[src/rtl/uart_tx_buffer_if.sv]
// uart_tx_buffer_if: cpu memory-bus write snoop plus the buffer-full stall back to the cpu
interface uart_tx_buffer_if;
    logic        rdy_in;
    logic [31:0] mem_a;
    logic [7:0]  mem_dout;
    logic        mem_wr;
    logic        io_buffer_full;
    modport master (output rdy_in, mem_a, mem_dout, mem_wr, input io_buffer_full);
    modport slave (input rdy_in, mem_a, mem_dout, mem_wr, output io_buffer_full);
endinterface

[src/rtl/uart_tx_buffer.sv]
// uart_tx_buffer: queues cpu char/stop writes in a FIFO and serializes them as 8N1 UART frames
module uart_tx_buffer #(
    parameter int FIFO_AW     = 4,
    parameter int FULL_MARGIN = 2,
    parameter int BAUD_DIV    = 868
) (
    input  logic            clk_in,
    input  logic            rst_in,
    uart_tx_buffer_if.slave bus,
    output logic            tx,
    output logic            tx_busy,
    output logic            program_done,
    output logic            overflow
);
    localparam int DEPTH = 2 ** FIFO_AW;
    localparam int BW = (BAUD_DIV > 1) ? $clog2(BAUD_DIV) : 1;
    localparam logic [BW-1:0] BAUD_MAX = BW'(BAUD_DIV - 1);
    localparam logic [FIFO_AW:0] DEPTH_C = (FIFO_AW + 1)'(DEPTH);
    localparam logic [FIFO_AW:0] FULL_AT = (FIFO_AW + 1)'(DEPTH - FULL_MARGIN);

    typedef enum logic [1:0] {IDLE, START, DATA, STOP} state_t;

    state_t             state_q, state_d;
    logic [BW-1:0]      baud_q, baud_d;
    logic [2:0]         bit_q, bit_d;
    logic [7:0]         shift_q, shift_d;
    logic               tag_q, tag_d;
    logic               done_q, done_d;
    logic               ovf_q, ovf_d;
    logic               stop_q, stop_d;
    logic [FIFO_AW-1:0] rd_q, rd_d, wr_q, wr_d;
    logic [FIFO_AW:0]   cnt_q, cnt_d;
    logic [8:0]         mem_q [DEPTH];

    logic       io, is_stop, push_req, push_ok, pop, fifo_nz;
    logic [8:0] head;
    logic       unused_addr;

    assign unused_addr = ^{bus.mem_a[31:18], bus.mem_a[15:3]};
    assign io = bus.rdy_in & bus.mem_wr & (bus.mem_a[17:16] == 2'b11);
    assign is_stop = bus.mem_a[2:0] == 3'd4;
    assign push_req = io & ~stop_q & (is_stop | (bus.mem_a[2:0] == 3'd0 & bus.mem_dout != 8'h00));
    // a pop in the same cycle frees the slot, so a push at full still lands
    assign push_ok = push_req & ((cnt_q != DEPTH_C) | pop);
    assign fifo_nz = cnt_q != '0;
    assign head = mem_q[rd_q];

    assign cnt_d = cnt_q + {{FIFO_AW{1'b0}}, push_ok} - {{FIFO_AW{1'b0}}, pop};
    assign wr_d = wr_q + FIFO_AW'(push_ok);
    assign rd_d = rd_q + FIFO_AW'(pop);
    assign ovf_d = ovf_q | (push_req & ~push_ok);
    assign stop_d = stop_q | (io & is_stop);

    assign bus.io_buffer_full = cnt_q >= FULL_AT;
    assign tx = state_q == START ? 1'b0 : state_q == DATA ? shift_q[0] : 1'b1;
    assign tx_busy = (state_q != IDLE) | fifo_nz;
    assign program_done = done_q;
    assign overflow = ovf_q;

    always_comb begin
        state_d = state_q;
        bit_d = bit_q;
        shift_d = shift_q;
        tag_d = tag_q;
        done_d = done_q;
        pop = 1'b0;
        unique case (state_q)
            IDLE: if (fifo_nz & ~done_q) begin
                pop = 1'b1;
                state_d = START;
            end
            START: if (baud_q == '0) begin
                bit_d = '0;
                state_d = DATA;
            end
            DATA: if (baud_q == '0) begin
                shift_d = shift_q >> 1;
                bit_d = bit_q + 3'd1;
                state_d = bit_q == 3'd7 ? STOP : DATA;
            end
            STOP: if (baud_q == '0) begin
                if (tag_q) begin
                    done_d = 1'b1;
                    state_d = IDLE;
                end else if (fifo_nz) begin
                    pop = 1'b1;
                    state_d = START;
                end else begin
                    state_d = IDLE;
                end
            end
        endcase
        baud_d = (pop | (baud_q == '0)) ? BAUD_MAX : baud_q - BW'(1);
        if (pop) {tag_d, shift_d} = head;
    end

    always_ff @(posedge clk_in)
        if (push_ok) mem_q[wr_q] <= {is_stop, is_stop ? 8'h00 : bus.mem_dout};

    always_ff @(posedge clk_in or negedge rst_in)
        if (!rst_in) begin
            state_q <= IDLE;
            baud_q <= '0;
            bit_q <= '0;
            shift_q <= '0;
            tag_q <= 1'b0;
            done_q <= 1'b0;
            ovf_q <= 1'b0;
            stop_q <= 1'b0;
            rd_q <= '0;
            wr_q <= '0;
            cnt_q <= '0;
        end else begin
            state_q <= state_d;
            baud_q <= baud_d;
            bit_q <= bit_d;
            shift_q <= shift_d;
            tag_q <= tag_d;
            done_q <= done_d;
            ovf_q <= ovf_d;
            stop_q <= stop_d;
            rd_q <= rd_d;
            wr_q <= wr_d;
            cnt_q <= cnt_d;
        end
endmodule
[src/flat_wrapper.sv]
// flat-port wrapper written by rule: the top's interface ports become plain ports
module uart_tx_buffer_flat 
#(
    parameter int FIFO_AW     = 4,
    parameter int FULL_MARGIN = 2,
    parameter int BAUD_DIV    = 868
)
  (clk_in, rst_in, tx, tx_busy, program_done, overflow, bus_rdy_in, bus_mem_a, bus_mem_dout, bus_mem_wr, bus_io_buffer_full);
  uart_tx_buffer_if bus_i ();
  input  logic clk_in;
  input  logic rst_in;
  output logic tx;
  output logic tx_busy;
  output logic program_done;
  output logic overflow;
  input wire logic [$bits(bus_i.rdy_in)-1:0] bus_rdy_in;
  input wire logic [$bits(bus_i.mem_a)-1:0] bus_mem_a;
  input wire logic [$bits(bus_i.mem_dout)-1:0] bus_mem_dout;
  input wire logic [$bits(bus_i.mem_wr)-1:0] bus_mem_wr;
  output wire logic [$bits(bus_i.io_buffer_full)-1:0] bus_io_buffer_full;
  assign bus_i.rdy_in = bus_rdy_in;
  assign bus_i.mem_a = bus_mem_a;
  assign bus_i.mem_dout = bus_mem_dout;
  assign bus_i.mem_wr = bus_mem_wr;
  assign bus_io_buffer_full = bus_i.io_buffer_full;
  uart_tx_buffer #(.FIFO_AW(FIFO_AW), .FULL_MARGIN(FULL_MARGIN), .BAUD_DIV(BAUD_DIV)) u_core (.clk_in(clk_in), .rst_in(rst_in), .bus(bus_i), .tx(tx), .tx_busy(tx_busy), .program_done(program_done), .overflow(overflow));
endmodule
[config.mk]
export PLATFORM = sky130hd
export DESIGN_NAME = uart_tx_buffer_flat
export DESIGN_NICKNAME = d
export VERILOG_FILES = /design/src/rtl/uart_tx_buffer_if.sv /design/src/rtl/uart_tx_buffer.sv /design/src/flat_wrapper.sv
export SDC_FILE = /design/constraint.sdc
export NUM_CORES = 1
export LEC_CHECK = 0
export CAP_MARGIN = 20
export CORE_MARGIN = 3
export CORE_UTILIZATION = 53
export CTS_CLUSTER_SIZE = 10
export DETAILED_ROUTE_END_ITERATION = 6
export PLACE_DENSITY = 0.84
export SLEW_MARGIN = 30
export SYNTH_ARGS = -nofsm -noshare
export SYNTH_HDL_FRONTEND = slang
export SYNTH_SLANG_ARGS = --single-unit
[constraint.sdc]
create_clock -name clk_in -period 3.4 [get_ports clk_in]
set_input_delay 1.02 -clock clk_in [delete_from_list [all_inputs] [get_ports clk_in]]
set_output_delay 1.02 -clock clk_in [all_outputs]
set_load 0.03 [all_outputs]
Yosys cells after proc, flatten, opt, wreduce, memory -nomap -nowiden:

Memories as Yosys holds them, arrays and structs flattened.
Cells that the tools add are included.

* flip-flop bits (word level): 40
* memory bits (writable): 144
* input port bits: 44
* word-level logic and storage cells: 86
* memories kept: 1

Memories
* u_core.mem_q: words 16, width 9, rd ports 1, clocked after Yosys merged registers in 0, write ports 1, line uart_tx_buffer.sv:33 `logic [8:0] mem_q [DEPTH];`

* $add $sub $neg: 6
* magnitude comparators: 1
* equality and inequality tests: 11
* multiplexer cells: 25
* bitwise logic cells: 18
* reductions and logical operators: 13

Operators with widths (number)
* $mux 8: 4
* $logic_not 10->1: 1
* $mux 1: 10
* $mux 10: 1
* $mux 2: 5
* $sub 10x1->10 const B: 1
* $and 1x1->1: 9
* $add 4x1->4: 2
* $pmux 2 s4: 1
* $reduce_bool 2->1: 4
* $reduce_bool 8->1: 1
* $eq 2x2->1 const B: 3
* $eq 3x3->1 const B: 2
* $mux 3: 2
* $or 1x1->1: 6
* $pmux 3 s2: 1
* $reduce_and 3->1: 2
* $add 5x1->5: 1
* $ge 5x4->1 const B: 1
* $ne 5x5->1 const B: 1
* $reduce_bool 5->1: 1
* $sub 5x1->5: 1
* $ne 2x1->1 const B: 2
* $ne 2x2->1 const B: 2
* other kinds (8): 10

Longest topological paths before layout:

Gate-level depths: netlist (run 1).

* depth after elaboration: 10
* depth in mapped cells: 15
* depth with buffers taken out: 13

Worst setup path after synthesis (run 1):

No wires, ideal clock.

* path kind: input to register
* start point: input port bus_mem_dout[5]
* end point: register u_core.cnt_q[4]
* setup time: 0.080 ns
* data arrival time: 3.578 ns
* path slack: -0.258 ns
* stages: 11
* path buffers: 1
* cells stage by stage: nor4_1 nand2_1 o41ai_1 clkbuf_1 nor2_1 ha_1 fa_1 a21oi_1 nor2_1 nor2_1 xnor2_1

* cells in the longest elaborated chain, start to end: 7

Ends and longest elaborated chain
* start, declared: line flat_wrapper.sv:18 `input wire logic [$bits(bus_i.mem_dout)-1:0] bus_mem_dout;`
* $reduce_bool 8->1: line uart_tx_buffer.sv:42 `assign push_req = io & ~stop_q & (is_stop | (bus.mem_a[2:0] == 3'd0 & bus.mem_dout != 8'h00));`
* $and 1x1->1: line uart_tx_buffer.sv:42
* $or 1x1->1: line uart_tx_buffer.sv:42
* $and 1x1->1: line uart_tx_buffer.sv:42
* $and 1x1->1: line uart_tx_buffer.sv:44 `assign push_ok = push_req & ((cnt_q != DEPTH_C) | pop);`
* $add 5x1->5: line uart_tx_buffer.sv:48 `assign cnt_d = cnt_q + {{FIFO_AW{1'b0}}, push_ok} - {{FIFO_AW{1'b0}}, pop};`
* $sub 5x1->5: line uart_tx_buffer.sv:48
* named net u_core.cnt_d[4]: line uart_tx_buffer.sv:32 `logic [FIFO_AW:0] cnt_q, cnt_d;`
* end signal, assigned: line uart_tx_buffer.sv:124 `cnt_q <= cnt_d;`
* end, declared: line uart_tx_buffer.sv:32

The timed path passes the listed nets, and every way through them passes these cells.
A chain may end at the register's enable or synchronous reset.

Worst setup path after layout (run 1):

* start point: register u_core.cnt_q[2]
* end point: register u_core.cnt_q[4]

* cells in the longest elaborated chain, start to end: 9

Ends and longest elaborated chain
* $reduce_bool 5->1: line uart_tx_buffer.sv:45 `assign fifo_nz = cnt_q != '0;`
* $mux 1: line uart_tx_buffer.sv:85 `end else if (fifo_nz) begin`
* $mux 1: line uart_tx_buffer.sv:82 `if (tag_q) begin`
* $mux 1: line uart_tx_buffer.sv:81 `STOP: if (baud_q == '0) begin`
* $pmux 1 s2: line uart_tx_buffer.sv:67 `unique case (state_q)`
* $or 1x1->1: line uart_tx_buffer.sv:44
* $and 1x1->1: line uart_tx_buffer.sv:44
* $add 5x1->5: line uart_tx_buffer.sv:48
* $sub 5x1->5 *: line uart_tx_buffer.sv:48
* named net u_core.cnt_d[4]: line uart_tx_buffer.sv:32

The timed path passes the listed nets; every way through them passes the cells marked *.

==> out/summary.log, run 1 <==
qor: placed_design.dp_slack -177.5 ps
qor: cells_and_area.flow.area_growth_from_synthesis 17.10%
qor: clocking.cts_htree_levels 4
qor: global_routing.grt.overflow.total 0
qor: yosys.synth-main-ff-cell edfxtp_1
qor: die.io-pin-count 49
qor: clocking.tritoncts done
qor: pwr.switching_power_total 1.116 mW
qor: global_routing.initial_antenna_violation_count 0
qor: placed_design.place.gp.congestion 0.7957
qor: setup_path.critical_path_class flip-flop to flip-flop
qor: clocking.cts.sinks 184
qor: sta.timing.final.crit_period 3226 ps
qor: yosys.synth.lib_cells_used.distinct 46
qor: setup_path.crit_buf_inv 1
qor: status.outcome finished, final reports clean
qor: cells_and_area.antenna_cells 0
qor: die.fp.dieW 126.2 um
qor: yosys.yosys.cell_count.top_type edfxtp_1
qor: yosys.synth-seq-cells 184
qor: run.timing.max_cap.violations 0
qor: sta.hold-worst-slack 463.5 ps
qor: yosys.yosysSeqAreaShare 69.58%
qor: global_routing.first_global_vias 4346
qor: yosys.synth_top_cell_by_area edfxtp_1
qor: sta.worstMarginPinSlew 825.0 ps
qor: pwr.finalPower 4.908 mW
qor: pwr.share_clk_of_total_power 39.4%
qor: sta.fmax 309.9 MHz
qor: routing.drt_first_pass_iters 4
qor: routing.drt_first_iter_violations 345
qor: pwr.leak_pwr 3.251 nW
qor: clocking.tritoncts.num_buffers 17
qor: die.die_y 126.2 um
qor: clocking.cts.path.max_buffers 2
qor: pwr.int_pwr 3.792 mW
qor: routing.drt-wirelength-per-cell 21.61 um
qor: die.placeableCoreArea 13990 sq um
qor: yosys.synthDominantCellAreaShare 56.50%
qor: routing.route.final.wire_length 15060 um
qor: placed_design.dpl_cell_area 8341 sq um
qor: clocking.clock_insertion_delay_at_the_later_pin_of_the_skew_report 430 ps
qor: global_routing.grt_start_max_net_pins 41
qor: sta.worst_slack 173.6 ps
qor: setup_path.worstPathRequired 3760 ps
qor: sta.finalHoldViolCount 0
qor: yosys.postSynthNetCount 511
qor: placed_design.dp.final_hpwl 10220 um
qor: global_routing.grt_usage 19.84%
qor: pwr.p_comb_share 8.6%
qor: yosys.syn_inst 446
qor: setup_path.cp-end-kind flip-flop
qor: clocking.cts_hold_buffers 0
qor: cells_and_area.share_of_final_layout_standard_cells_stronger_than_drive_strength_1 24.56%
qor: setup_path.cp_slowest_stage_delay 450 ps
qor: global_routing.grt_first_pass_wirelength 23990 um
qor: yosys.synth-edff-count 144
qor: yosys.synthesis.area 7654 sq um
qor: routing.post_detailed_route_via_to_cell_ratio 6.082
qor: cells_and_area.n_fill_cell 944
qor: setup_path.cp_cell_sequence inv_1 -> ha_1 -> nor4b_4 -> nor2_1 -> a22o_1 -> a2111oi_4 -> nor2_2 -> ha_1 -> fa_1 -> a21oi_1 -> nor2_1 -> nor2_1 -> xnor2_1
qor: pwr.vdd_ir_drop_max 383.3 uV
qor: yosys.synth_top_cells_by_count edfxtp_1 (144), dfrtp_1 (40), mux4_2 (36), nand2_1 (28)
qor: yosys.synth.top_cells.by_area edfxtp_1 (56%), dfrtp_1 (13%), mux4_2 (11%)
qor: yosys.postSynthAreaPerCell 17.16 sq um
qor: routing.dr_total_vias 4239
qor: sta.finalSetupViolCount 0
qor: sta.finalClockSkew 9.962 ps
qor: routing.drc 0
qor: sta.max_slew_violation_count 0
qor: yosys.yosys_warnings 0
qor: clocking.cts_post_setup_buffers_inserted 0
qor: setup_path.worst_path_maximum_fanout 4
qor: sta.maxSlewHeadroom 44.76%
qor: routing.antenna_violation_net_count_after_detailed_routing 0
qor: min_path.min-delay-path-class flip-flop to flip-flop
qor: yosys.synthArstFlopShare 21.74%
qor: sta.min_period_over_period 94.90%
qor: pwr.cellPowerDensity 547.6 nW/um^2
qor: setup_path.cp_top_family compound AO/OA/AOI/OAI gates
qor: cells_and_area.layout.nets 569
qor: pwr.p_sw_share 22.73%
qor: die.design.die.area 15920 sq um
qor: setup_path.critical-path-top-cell-by-count nor2_1
qor: setup_path.worstSetupStartpointType flip-flop
qor: pwr.power.share.sequential 52.1%
qor: die.start_util 54.71%
qor: die.rows 43
qor: clocking.clockRootBuffer clkbuf_16
qor: cells_and_area.post_route_cell_area 8962 sq um
qor: setup_path.cp.arrival 3580 ps
qor: placed_design.buffer_ports.inserted 21
qor: clocking.worst_setup_hold_path_clk_slew 70 ps
qor: setup_path.critical-path-slowest-cell a2111oi_4
==> worst reg2reg max path: cells and delay by family, from the launching register on <==
family	cells	cell delay, ps
adders and majority gates	3	840
and+or+nand+nor	5	730
buffers and inverters	1	120
xor gates and xnor gates	1	120
AOI/OAI and AO/OA	3	930
DFF	1	430
==> cell families after synthesis <==
family	Yosys count	synth area share, %
and+or+nand+nor	103	7.275
adders and majority gates	21	3.531
muxes	44	11.66
AOI/OAI and AO/OA	52	4.807
buffers and inverters	28	1.553
xor gates and xnor gates	14	1.602
DFF	184	69.58
==> sequential cells by signal, indices dropped and copies added, names as in the netlist, 2 cells and up <==
name            cells
u_core.baud_q      10
u_core.wr_q         4
u_core.shift_q      8
u_core.cnt_q        5
u_core.rd_q         4
u_core.mem_q      144
u_core.bit_q        3
u_core.state_q      2
==> path summary, 6_finish.rpt <==
check | endpoint | from | cells past startpoint | slack, ps
setup / recovery | u_core.cnt_q[4]$_DFF_PN0_ | u_core.cnt_q[2]$_DFF_PN0_ | 13 | 170
hold / removal | u_core.overflow$_DFF_PN0_ | u_core.overflow$_DFF_PN0_ | 1 | 460
setup reg to reg | u_core.cnt_q[4]$_DFF_PN0_ | u_core.cnt_q[2]$_DFF_PN0_ | 13 | 170
hold reg to reg | u_core.overflow$_DFF_PN0_ | u_core.overflow$_DFF_PN0_ | 1 | 460
max in group asynchronous | u_core.rd_q[0]$_DFF_PN0_ | rst_in | 1 | 2440
min in group asynchronous | u_core.baud_q[6]$_DFF_PN0_ | rst_in | 1 | 560
==> layer usage <==
layer  share of wire, %  global-route usage (%)  vias up
met5                  0                       0        -
met4                2.9                   8.580        0
met3                5.1                   4.198       36
met2                 52                   32.71      158
met1                 40                   25.79     2163
li1                   -                       -     1882
==> stage by stage <==
stage	instances	TNS, ps	utilization [%]
floorplan	446	0	-
global placement	665	-210.8	59.62
detailed placement	665	-6516	59.62
CTS	697	0	63.89
global route	697	-40.75	64.07
finish	697	0	64.07
==> final cells by class <==
class | count | area, sq um | share of cell area (%)
Multi-Input combinational cell | 234 | 2306 | 25.73
Inverter | 12 | 45.04 | 0.5026
Tap cell | 180 | 225.2 | 2.513
Clock inverter | 10 | 90.09 | 1.005
Sequential cell | 184 | 5326 | 59.43
Clock buffer | 22 | 506.7 | 5.654
Timing Repair Buffer | 55 | 462.9 | 5.165
==> repair_timing <==
item / in CTS / in global routing
gates resized for setup: 0 / 1
hold endpoints to repair: 0 / 0
endpoints found under the setup margin: 0 / 1
==> cell usage in the layout, fill, tap and decap left out, types with 2 or more instances in the layout <==
| master | count |
|---|---|
| buf_4 | 35 |
| ha_1 | 20 |
| nand2_1 | 28 |
| nor4_2 | 8 |
| nor2_1 | 9 |
| clkinv_2 | 3 |
| dfrtp_1 | 39 |
| clkbuf_8 | 2 |
| mux2i_1 | 7 |
| nor3b_1 | 2 |
| nor2b_2 | 8 |
| and3_1 | 2 |
| edfxtp_1 | 144 |
| o21ai_0 | 3 |
| a22oi_1 | 19 |
| inv_1 | 11 |
| mux4_2 | 36 |
| clkinv_1 | 2 |
| xnor2_1 | 7 |
| nor2b_1 | 2 |
| clkinvlp_4 | 2 |
| nand2b_1 | 5 |
| nand3_1 | 11 |
| or3_1 | 2 |
| clkinv_4 | 3 |
| nor2_2 | 2 |
| nor3_1 | 4 |
| clkbuf_16 | 19 |
| a21oi_1 | 6 |
| a21o_1 | 3 |
| clkdlybuf4s50_1 | 20 |
| o21ai_1 | 12 |
| xor2_1 | 7 |
| a32o_1 | 2 |
| nor4_1 | 12 |
| or2_2 | 2 |
==> power by group through the flow <==
stage | clock network, mW | logic [mW] | registers, mW
global route | 2.04 | 0.460 | 2.56
finish | 1.93 | 0.420 | 2.55
floorplan | 0 | 0.270 | 2.58
CTS | 1.96 | 0.420 | 2.55
global placement | 0 | 0.375 | 2.59
detailed placement | 0 | 0.413 | 2.60
Note: power is estimated with default switching activity, not from simulation.
==> run 2, diff against run 1 <==
--- a/config.mk
+++ b/config.mk
@@ -5,7 +5,7 @@
 export SDC_FILE = /design/constraint.sdc
 export NUM_CORES = 1
 export LEC_CHECK = 0
-export CAP_MARGIN = 20
+export CAP_MARGIN = 40
 export CORE_MARGIN = 3
 export CORE_UTILIZATION = 53
 export CTS_CLUSTER_SIZE = 10
==> run 2 against run 1 <==
  * Total power increased by 1.2%
  * Routed wire length up 5.1%
  * Highest routed layer unchanged
  * Combinational power up 3%
  * Via count grew 2.2%
  * Largest cell class unchanged
  * Sequential cell count stayed put
  * Clock skew is 0.55 ps lower
  * Core utilization up 0.30 points
  * Fmax fell by 0.81%
  * Non-clock buffer count grew 6
  * Critical path type is now flip-flop to output pin
==> out/summary.log, run 2 (synthesized netlist as in run 1, its figures left out) <==
qor: setup_path.worstPathRequired 2380 ps [-1380 ps]
qor: clocking.clock_insertion_delay_at_the_later_pin_of_the_skew_report 430 ps [about the same]
qor: setup_path.cp_cell_sequence inv_1 -> ha_1 -> nor4b_4 -> nand2_1 -> clkdlybuf4s50_1
qor: clocking.worst_setup_hold_path_clk_slew 60 ps [about the same]
qor: sta.final.setup.tns 0 ps [unchanged]
qor: setup_path.critical_path_class flip-flop to output pin
qor: cells_and_area.antenna_cells 0 [unchanged]
qor: global_routing.grt_first_pass_wirelength 25190 um [+5.0%]
qor: clocking.tritoncts.num_buffers 17 [unchanged]
qor: setup_path.worst_r2r_startpoint u_core.cnt_q[2]$_DFF_PN0_
qor: placed_design.place.gp.congestion 0.7957 [unchanged]
qor: global_routing.grt_usage 21.01% [+1.2 points]
qor: sta.hold-worst-slack 455.7 ps [-7.870 ps]
qor: global_routing.grt.met1_usage 27.14% [+1.4 points]
qor: setup_path.rr_endpoint u_core.cnt_q[4]$_DFF_PN0_
qor: die.placeableCoreArea 13990 sq um [unchanged]
qor: routing.drt_first_pass_iters 5 [+1]
qor: setup_path.worstSetupStartpointType flip-flop
qor: global_routing.initial_antenna_violation_count 0 [unchanged]
qor: setup_path.worst_path_maximum_fanout 4 [unchanged]
qor: global_routing.groute.layer.met2.usage 35.59% [+2.9 points]
qor: cells_and_area.flow.area_growth_from_synthesis 17.66%
qor: global_routing.grt_start_max_net_pins 39 [-4.9%]
qor: die.design.die.area 15920 sq um [unchanged]
qor: setup_path.critPathLaunch u_core.cnt_q[2]$_DFF_PN0_
qor: cells_and_area.most_frequent_standard_cell_in_the_layout_excluding_fill_and_tap_cells edfxtp_1
qor: global_routing.grt.overflow.total 0 [unchanged]
qor: global_routing.first_global_vias 4479 [+3.1%]
qor: cells_and_area.fin_util 64.37% [+0.30 points]
qor: cells_and_area.largest-register u_core.mem_q
qor: setup_path.rrSetupSlack 170 ps [about the same]
qor: cells_and_area.layout_top_registers u_core.mem_q: 144 flops, u_core.baud_q: 10 flops, u_core.shift_q: 8 flops
qor: die.io-pin-count 49 [unchanged]
qor: sta.maxSlewHeadroom 51.04% [+6.3 points]
qor: sta.min_period_over_period 95.67% [+0.78 points]
qor: cells_and_area.mostFrequentLayoutCells edfxtp_1 (144), dfrtp_1 (39), buf_4 (38), mux4_2 (36), nand2_1 (28)
qor: global_routing.grt_most_used_layer met2
qor: clocking.cts_htree_levels 4 [unchanged]
qor: clocking.cts.path.max_buffers 2 [unchanged]
qor: cells_and_area.layout.nets 575 [+1.1%]
qor: placed_design.dp.final_hpwl 10330 um [+1.1%]
qor: sta.worstMarginPinSlew 732.8 ps [-92.13 ps]
qor: setup_path.critical-path-slowest-cell clkdlybuf4s50_1
qor: setup_path.setup.worst_path.end tx_busy
qor: sta.fmax 307.4 MHz [-0.81%]
qor: run.timing.max_cap.violations 0 [unchanged]
qor: setup_path.cp.arrival 2230 ps [-1350 ps]
qor: routing.drc 0 [unchanged]
qor: global_routing.groute.layer.met3.usage 3.435% [-0.76 points]
qor: die.die_y 126.2 um [unchanged]
qor: setup_path.cp_slowest_stage_delay 610 ps [+160 ps]
qor: die.fp.dieW 126.2 um [unchanged]
qor: die.start_util 54.71% [unchanged]
qor: min_path.min-delay-path-class flip-flop to flip-flop
qor: sta.finalClockSkew 9.412 ps [-0.5500 ps]
qor: routing.antenna_violation_net_count_after_detailed_routing 0 [unchanged]
qor: pwr.leak_pwr 3.273 nW [+0.69%]
qor: sta.timing.final.crit_period 3253 ps [+26.49 ps]
qor: routing.drt_first_iter_violations 380 [+10%]
qor: clocking.cts.sinks 184 [unchanged]
qor: cells_and_area.share_of_final_layout_standard_cells_stronger_than_drive_strength_1 24.86% [+0.29 points]
qor: clocking.ctsResizeCount 0 [unchanged]
qor: clocking.tritoncts done
qor: routing.drt-wirelength-per-cell 22.51 um [+4.2%]
qor: status.outcome finished, final reports clean
qor: clocking.cts_hold_buffers 0 [unchanged]
qor: clocking.clockRootBuffer clkbuf_16
qor: pwr.vdd_ir_drop_max 452.0 uV [+18%]
qor: die.rows 43 [unchanged]
qor: routing.route.final.wire_length 15830 um [+5.1%]
qor: pwr.cellPowerDensity 551.4 nW/um^2 [+0.71%]
qor: setup_path.cp-end-kind output pin
qor: sta.finalHoldViolCount 0 [unchanged]
qor: placed_design.buffer_ports.inserted 21 [unchanged]
qor: clocking.cts_post_setup_buffers_inserted 0 [unchanged]
qor: sta.max_slew_violation_count 0 [unchanged]
qor: sta.finalSetupViolCount 0 [unchanged]
qor: cells_and_area.largest_reg_flops 144 [unchanged]
qor: setup_path.r2r_cells 13 [unchanged]
qor: routing.post_detailed_route_via_to_cell_ratio 6.162 [+1.3%]
qor: routing.dr_total_vias 4332 [+2.2%]
qor: pwr.finalPower 4.966 mW [+1.2%]
-- run 2: cell types whose count changed in the layout (fill, tap and decap cells not counted), sizes merged --
cell      delta
buf          +6
bufinv       +2
clkinvlp     +2
clkinv       -1
clkbuf       -3
-- run 2: layer usage --
| metal | vias to the layer above | share of wire, % |
|---|---|---|
| met4 | 0 | 2.7 |
| met3 | 35 | 4.6 |
| met1 | 2238 | 40 |
| li1 | 1894 | - |
| met5 | - | 0 |
| met2 | 165 | 53 |
-- run 2: power breakdown --
part           internal (mW)  total [mW]  switching (mW)
Clock                   1.17        1.98           0.811
Combinational          0.181       0.432           0.251
Sequential              2.48        2.55          0.0685
Total                   3.83        4.97            1.13
-- run 2: metrics by stage --
stage / area, sq um / setup slack (ps) / std cells
detailed placement: 8396 / -153.0 / 671
global placement: 8341 / -103.7 / 665
CTS: 8992 / 84.12 / 703
floorplan: 7661 / 29.05 / 446
finish: 9005 / 147.1 / 703
global route: 9005 / -7.341 / 703
-- run 2: worst min path at each step --
stage / startpoint / cells past startpoint / to / slack (ps)
after CTS: u_core.overflow$_DFF_PN0_ / 1 / u_core.overflow$_DFF_PN0_ / 460
after detailed placement: u_core.overflow$_DFF_PN0_ / 1 / u_core.overflow$_DFF_PN0_ / 450
after global routing: rst_in / 1 / u_core.baud_q[6]$_DFF_PN0_ / 490
final: u_core.overflow$_DFF_PN0_ / 1 / u_core.overflow$_DFF_PN0_ / 460
after floorplan: u_core.stop_q$_DFF_PN0_ / 1 / u_core.stop_q$_DFF_PN0_ / 430
after global placement: u_core.overflow$_DFF_PN0_ / 1 / u_core.overflow$_DFF_PN0_ / 440
-- run 2: layout make-up --
type / instances / area [sq um]
Tap cell: 180 / 225.2
Clock buffer: 19 / 442.9
Multi-Input combinational cell: 234 / 2296
Inverter: 12 / 45.04
Fill cell: 927 / 4984
Sequential cell: 184 / 5326
Timing Repair Buffer: 61 / 515.5
Clock inverter: 13 / 153.9
-- run 2: critical path: cells and delay by family, from the launching register on --
kind                       cells  cell delay, ps
adders and majority gates      1             200
buffers and inverters          2             730
DFF                            1             430
and+or+nand+nor                2             460
